===== src/rtl/hilo_muldiv_unit.sv =====
// Iterative radix-2 multiply/divide engine owning the architectural HI/LO pair.
// Start/Busy/Done handshake; MT ops and divide-by-zero complete on the accept edge.
module hilo_muldiv_unit #(
  parameter int WIDTH = 32,
  parameter int CNT_W = $clog2(WIDTH + 1)
) (
  input  logic             Clk,
  input  logic             Reset,
  input  logic             Start,
  input  logic [2:0]       Op,
  input  logic [WIDTH-1:0] A,
  input  logic [WIDTH-1:0] B,
  output logic             Busy,
  output logic             Done,
  output logic             DivByZero,
  output logic [WIDTH-1:0] HI,
  output logic [WIDTH-1:0] LO
);

  localparam logic [2:0] OP_MULT  = 3'b000;
  localparam logic [2:0] OP_DIV   = 3'b010;
  localparam logic [2:0] OP_DIVU  = 3'b011;
  localparam logic [2:0] OP_MADD  = 3'b100;
  localparam logic [2:0] OP_MSUB  = 3'b101;
  localparam logic [2:0] OP_MTHI  = 3'b110;
  localparam logic [2:0] OP_MTLO  = 3'b111;
  localparam logic [CNT_W-1:0] LAST_STEP = CNT_W'(WIDTH - 1);

  typedef enum logic [1:0] {S_IDLE, S_RUN, S_FIX} state_t;

  state_t             state_q, state_d;
  logic [CNT_W-1:0]   cnt_q, cnt_d;
  logic [2:0]         op_q, op_d;
  logic [WIDTH-1:0]   op_mag_q, op_mag_d;
  logic [2*WIDTH-1:0] acc_q, acc_d;
  logic               neg_res_q, neg_res_d;
  logic               neg_rem_q, neg_rem_d;
  logic [WIDTH-1:0]   hi_q, hi_d, lo_q, lo_d;
  logic               done_q, done_d, dbz_q, dbz_d;

  logic               is_div_in, is_signed_in, a_neg, b_neg;
  logic [WIDTH-1:0]   a_mag, b_mag;
  logic [WIDTH:0]     mul_sum, div_trial;
  logic [2*WIDTH:0]   div_shift;
  logic [2*WIDTH-1:0] mul_next, div_next, prod_fix, hilo;
  logic [WIDTH-1:0]   quo_fix, rem_fix;

  assign is_div_in    = (Op[2:1] == 2'b01);
  assign is_signed_in = (Op == OP_MULT) || (Op == OP_DIV) || Op[2];
  assign a_neg        = is_signed_in && A[WIDTH-1];
  assign b_neg        = is_signed_in && B[WIDTH-1];
  // Two's-complement negation of the most negative value yields 2^(WIDTH-1) unsigned.
  assign a_mag        = a_neg ? -A : A;
  assign b_mag        = b_neg ? -B : B;

  // Multiply: acc = {partial, multiplier}, shift right with the carry of each add.
  assign mul_sum  = {1'b0, acc_q[2*WIDTH-1:WIDTH]} + {1'b0, op_mag_q};
  assign mul_next = acc_q[0] ? {mul_sum, acc_q[WIDTH-1:1]} : {1'b0, acc_q[2*WIDTH-1:1]};

  // Divide: acc = {remainder, dividend/quotient}, restore when the trial borrows.
  assign div_shift = {acc_q, 1'b0};
  assign div_trial = div_shift[2*WIDTH:WIDTH] - {1'b0, op_mag_q};
  assign div_next  = div_trial[WIDTH] ? div_shift[2*WIDTH-1:0]
                                      : {div_trial[WIDTH-1:0], div_shift[WIDTH-1:1], 1'b1};

  assign prod_fix = neg_res_q ? -acc_q : acc_q;
  assign quo_fix  = neg_res_q ? -acc_q[WIDTH-1:0] : acc_q[WIDTH-1:0];
  assign rem_fix  = neg_rem_q ? -acc_q[2*WIDTH-1:WIDTH] : acc_q[2*WIDTH-1:WIDTH];
  assign hilo     = {hi_q, lo_q};

  always_comb begin
    state_d   = state_q;
    cnt_d     = cnt_q;
    op_d      = op_q;
    op_mag_d  = op_mag_q;
    acc_d     = acc_q;
    neg_res_d = neg_res_q;
    neg_rem_d = neg_rem_q;
    hi_d      = hi_q;
    lo_d      = lo_q;
    done_d    = 1'b0;
    dbz_d     = 1'b0;
    case (state_q)
      S_IDLE: begin
        if (Start) begin
          if (Op == OP_MTHI) begin
            hi_d   = A;
            done_d = 1'b1;
          end else if (Op == OP_MTLO) begin
            lo_d   = A;
            done_d = 1'b1;
          end else if (is_div_in && (B == '0)) begin
            hi_d   = A;
            lo_d   = '1;
            done_d = 1'b1;
            dbz_d  = 1'b1;
          end else begin
            op_d      = Op;
            cnt_d     = '0;
            neg_res_d = a_neg ^ b_neg;
            neg_rem_d = a_neg;
            op_mag_d  = is_div_in ? b_mag : a_mag;
            acc_d     = {{WIDTH{1'b0}}, (is_div_in ? a_mag : b_mag)};
            state_d   = S_RUN;
          end
        end
      end
      S_RUN: begin
        acc_d = (op_q[2:1] == 2'b01) ? div_next : mul_next;
        if (cnt_q == LAST_STEP) state_d = S_FIX;
        else                    cnt_d   = cnt_q + 1'b1;
      end
      S_FIX: begin
        case (op_q)
          OP_DIV, OP_DIVU: begin
            hi_d = rem_fix;
            lo_d = quo_fix;
          end
          OP_MADD: {hi_d, lo_d} = hilo + prod_fix;
          OP_MSUB: {hi_d, lo_d} = hilo - prod_fix;
          default: {hi_d, lo_d} = prod_fix;
        endcase
        done_d  = 1'b1;
        state_d = S_IDLE;
      end
      default: state_d = S_IDLE;
    endcase
  end

  always_ff @(posedge Clk) begin
    if (Reset) begin
      state_q   <= S_IDLE;
      cnt_q     <= '0;
      op_q      <= '0;
      op_mag_q  <= '0;
      acc_q     <= '0;
      neg_res_q <= 1'b0;
      neg_rem_q <= 1'b0;
      hi_q      <= '0;
      lo_q      <= '0;
      done_q    <= 1'b0;
      dbz_q     <= 1'b0;
    end else begin
      state_q   <= state_d;
      cnt_q     <= cnt_d;
      op_q      <= op_d;
      op_mag_q  <= op_mag_d;
      acc_q     <= acc_d;
      neg_res_q <= neg_res_d;
      neg_rem_q <= neg_rem_d;
      hi_q      <= hi_d;
      lo_q      <= lo_d;
      done_q    <= done_d;
      dbz_q     <= dbz_d;
    end
  end

  assign Busy      = (state_q != S_IDLE);
  assign Done      = done_q;
  assign DivByZero = dbz_q;
  assign HI        = hi_q;
  assign LO        = lo_q;

endmodule


===== config.mk =====
export PLATFORM = sky130hd
export DESIGN_NAME = hilo_muldiv_unit
export DESIGN_NICKNAME = d
export VERILOG_FILES = /design/src/rtl/hilo_muldiv_unit.sv
export SDC_FILE = /design/constraint.sdc
export NUM_CORES = 1
export LEC_CHECK = 0
export BUFFER_PORTS_ARGS = -buffer_cell sky130_fd_sc_hd__clkbuf_2
export CAP_MARGIN = 20
export CORE_MARGIN = 2
export CORE_UTILIZATION = 45
export CTS_CLUSTER_DIAMETER = 30
export DETAILED_ROUTE_END_ITERATION = 16
export HOLD_SLACK_MARGIN = 0.06
export MAX_ROUTING_LAYER = met4
export SKIP_LAST_GASP = 1
export SLEW_MARGIN = 20
export SYNTH_ARGS = -nofsm -noshare
export SYNTH_HDL_FRONTEND = slang
export SYNTH_SLANG_ARGS = --single-unit
export TNS_END_PERCENT = 5

===== constraint.sdc =====
create_clock -name Clk -period 5.2 [get_ports Clk]
set_input_delay 0.26 -clock Clk [delete_from_list [all_inputs] [get_ports Clk]]
set_output_delay 0.26 -clock Clk [all_outputs]
set_load 0.03 [all_outputs]

==> summary.md <==
| Metric | Value |
|---|---|
| Die X | 236 um |
| Largest net degree at the start of global routing | between 70 and 80 |
| Num CTS Buffers | 17 |
| Internal Power | 0.00360 W |
| Element type at the critical path start | register |
| Synth Area in Simple Gates | ~22% |
| DR DRC count | 0 |
| Critical R2R Launch | acc_q[33] |
| Sum Neg Setup Slack | -2.85 ns |
| Sw Share | 45.7% |
| Design area | 31800 um^2 |
| Total global routing overflow | 0 |
| Place WS | -0.661 ns |
| Max-slew headroom | between 10% and 20% |
| Synth top area share | 14.4% |
| Critical Path Max Stage Delay | ~0.52 ns |
| Adder-cell share of the synthesized area | 11.2% |
| R2r endpoint | HI[30] |
| Total core area | roughly 54000 um^2 |
| Final setup skew | 0.0263 ns |
| Comb pwr share | 54.6% |
| Flop pwr share | between 20% and 30% |
| Cell chosen for the clock root | clkbuf_16 |
| Leading area contributor after synthesis | dfxtp_1 |
| Path depth of the worst reg2reg path | 23 |
| Max Slew Vio Count | 0 |
| Post-synthesis compound-gate area fraction | 33.0% |
| CTS Buffer Depth | 2 |
| Clock network power share | a little under a quarter |
| Ys flop type | dfxtp_1 |
| Tmin final | 5.42 ns |
| Most frequent cells after synthesis | a21oi_1, nand2_1, nor2_1 |
| Worst slew pin tran | 1.25 ns |
| Syn avg cell area | 6.89 um^2 |
| Starting DRT DRC Count | between 3000 and 4000 |
| Synth area leaders | dfxtp_1, ha_1, a21oi_1, xnor2_1, nand2_1 |
| Post-Synthesis Cells | 3524 |
| WL met3 | about 14000 um |
| Top-Level Pins | 137 |
| Worst-path maximum fanout | 3 |
| WL per Instance | 25.1 um |
| Met2 wire length | 48000 um |
| Slowest cell on crit path | or4b_4 |
| Vias in the first global route | 28254 |
| H-tree Lvls | 4 |
| Number of synthesized flops with an enable pin | 0 |
| CP endpoint | HI[30] |
| Post-Syn Area | 24300 um^2 |
| Net Sw Power | 0.00303 W |
| Met1 WL | 51700 um |
| Starting Density | a little under half |
| Placed cell area | 29400 um^2 |
| CP required | 5.59 ns |
| Most common cell in the netlist | a21oi_1 |
| Row count | 85 |
| Vias per inst | between 6 and 7 |
| Status | finished, violations left |
| Die H | 236 um |
| ANT nets after route | 0 |
| Failing checks | setup timing |
| Flops & latches, synth | ~180 |
| LEAKAGE | 13.7 nW |
| Max Used Layer | met4 |
| Syn nets | roughly 3800 |
| Arrival time at the worst endpoint | 5.81 ns |
| Final weighted congestion in routability-driven placement | 1.12 |
| Number of port buffers | 136 |
| Max VDD drop | roughly 0.28 mV |
| Wirelength, routed | 120000 um |
| Max Cap Viol | 0 |
| Period utilisation layout | 104% |
| Register area share after synthesis | 14.4% |
| Clk pin slew, worst setup/hold paths | ~0.10 ns |
| Vias | 30494 |
| Hold Vio Cnt, Final | 0 |
| Die area | about 56000 um^2 |
| Clock Sinks | 175 |
| Antenna violations before repair | 2 |
| Setup WS post-layout | -0.224 ns |
| Largest family of logic cells by synthesized area | compound AO/OA/AOI/OAI gates |
| Power Dens Cells | 209 nW/um^2 |
| CP startpoint | acc_q[33] |
| Hold Path Class | input port to register |
| Global-route wire length before repair | 177000 um |
| CP endpoint kind | register |
| Synth cell types | 96 |
| DP HPWL | 93500 um |
| Crit-path cells | inv_2 > ha_4 > or3b_4 > or3_4 > or4b_4 > or3_4 > or2_4 > buf_6 > buf_6 > o21ai_4 > xnor2_4 > buf_4 > inv_1 > ha_1 > a21oi_1 > o21bai_1 > a21oi_1 > a21boi_2 > o41ai_1 > a211oi_1 > o21ai_1 > xor2_1 > o22ai_1 |
| TritonCTS clock tree | built |
| Setup Viol. Count Final | 34 |
| Share of post-route cells with drive strength above 1 | about a quarter |
| Gr usage total | 42.8% |
| DRT Pass-1 Iters | 7 |
| Fmax | 184 MHz |
| Crit Path Class | register to register |
| Proportion of synthesized area in mux cells | 2.50% |
| Nets@finish | 4353 |
| FF-to-FF setup slack | -0.22 ns |
| Worst-Skew Late Latency | between 0.5 and 0.6 ns |
| Synth Area in XOR/XNOR | 9.70% |
| Unrepaired setup endpoints after global routing | yes |
| Syn. warnings | 0 |
| Ys async rst share | 0% |
| Area delta synth->final | 30.9% |
[logic make-up (layout without fill, tap and decap cells)]
logic type      Yosys count  count (layout)
compound gates         1230            1230
simple gates           1122            1122
buf+inv                 454            1011
xor+xnor                268             268
fa+ha+maj               215             215
flops                   175             175
mux                      60              60
other cells               0               3
[routing by layer]
layer  up-vias  global-route usage [%]
met2      1852                    59.8
met1     14439                    57.8
met4         0                    18.5
met3       275                    10.7
met5         -                       -
li1      13928                       -
[cell type report]
cell class / count / area, um^2
fill: 5098 / 21800
multi-input combinational: 2895 / 20400
timing repair buffer: 776 / 5540
sequential: 175 / 3510
tap: 696 / 871
inverter: 203 / 762
clock buffer: 17 / 425
clock inverter: 15 / 233
antenna: 3 / 7.51
[registers in the layout, summed over array words and instances (netlist names)]
register / cells
neg_rem_q: 1
op_q: 3
HI: 32
neg_res_q: 1
op_mag_q: 32
cnt_q: 6
DivByZero: 1
state_q: 2
acc_q: 64
LO: 32
Done: 1
[repair_timing]
action | CTS | global route
pin swaps | 69 | 56
setup endpoints to repair | 41 | 43
setup buffers | 33 | 12
gates resized for setup | 178 | 107
hold buffers | 0 | 0
[per-stage QoR]
stage | power (W) | utilization (%) | std cells | hold WS [ns]
after floorplan | 0.00331 | - | 3524 | 0.396
after global placement | 0.00471 | 54.8 | 4700 | 0.475
after detailed placement | 0.00475 | 54.8 | 4700 | 0.485
after CTS | 0.00640 | 58.1 | 4765 | 0.0627
after global routing | 0.00689 | 59.3 | 4780 | 0.104
final | 0.00663 | 59.3 | 4780 | 0.0888
[critical path: cells and delay by family, from the launching register on]
kind,cells,cell delay (ns)
xor+xnor,2,0.42
simple gates,5,1.92
fa+ha+maj,2,0.36
compound gates,9,1.74
flops,1,0.33
buf+inv,5,0.51
[worst min-delay path by stage]
stage               slack, ns     from   endpoint  cells after the start
global route             0.10    Op[0]    op_q[0]                      3
CTS                      0.06    Start  DivByZero                      3
global placement         0.47  op_q[2]    op_q[2]                      2
finish                   0.09    Start  DivByZero                      3
floorplan                0.40    Op[2]    op_q[2]                      2
detailed placement       0.49  op_q[2]    op_q[2]                      2
[placed cells by master, fill, tap and decap left out, types with 38 or more instances in the layout]
| cell | n |
|---|---|
| mux2i_1 | 55 |
| a211oi_1 | 50 |
| xor2_1 | 96 |
| o21bai_1 | 42 |
| o21ai_0 | 200 |
| o31ai_1 | 38 |
| o211ai_1 | 55 |
| nor2_1 | 281 |
| buf_4 | 630 |
| a21o_1 | 65 |
| nand2_1 | 346 |
| ha_1 | 184 |
| inv_1 | 193 |
| clkbuf_2 | 135 |
| nor3_1 | 86 |
| xnor2_1 | 149 |
| a221oi_1 | 38 |
| dfxtp_1 | 169 |
| nand4_1 | 42 |
| nand3_1 | 83 |
| a21oi_1 | 358 |
[power groups by stage]
stage                     Clock (W)  Combinational (W)  Sequential, W
final                       0.00150            0.00362        0.00151
after global routing        0.00154            0.00384        0.00151
after CTS                   0.00151            0.00339        0.00150
after detailed placement          0            0.00322        0.00153
after global placement            0            0.00318        0.00152
after floorplan                   0            0.00179        0.00152
(Power assumes the default switching activity.)
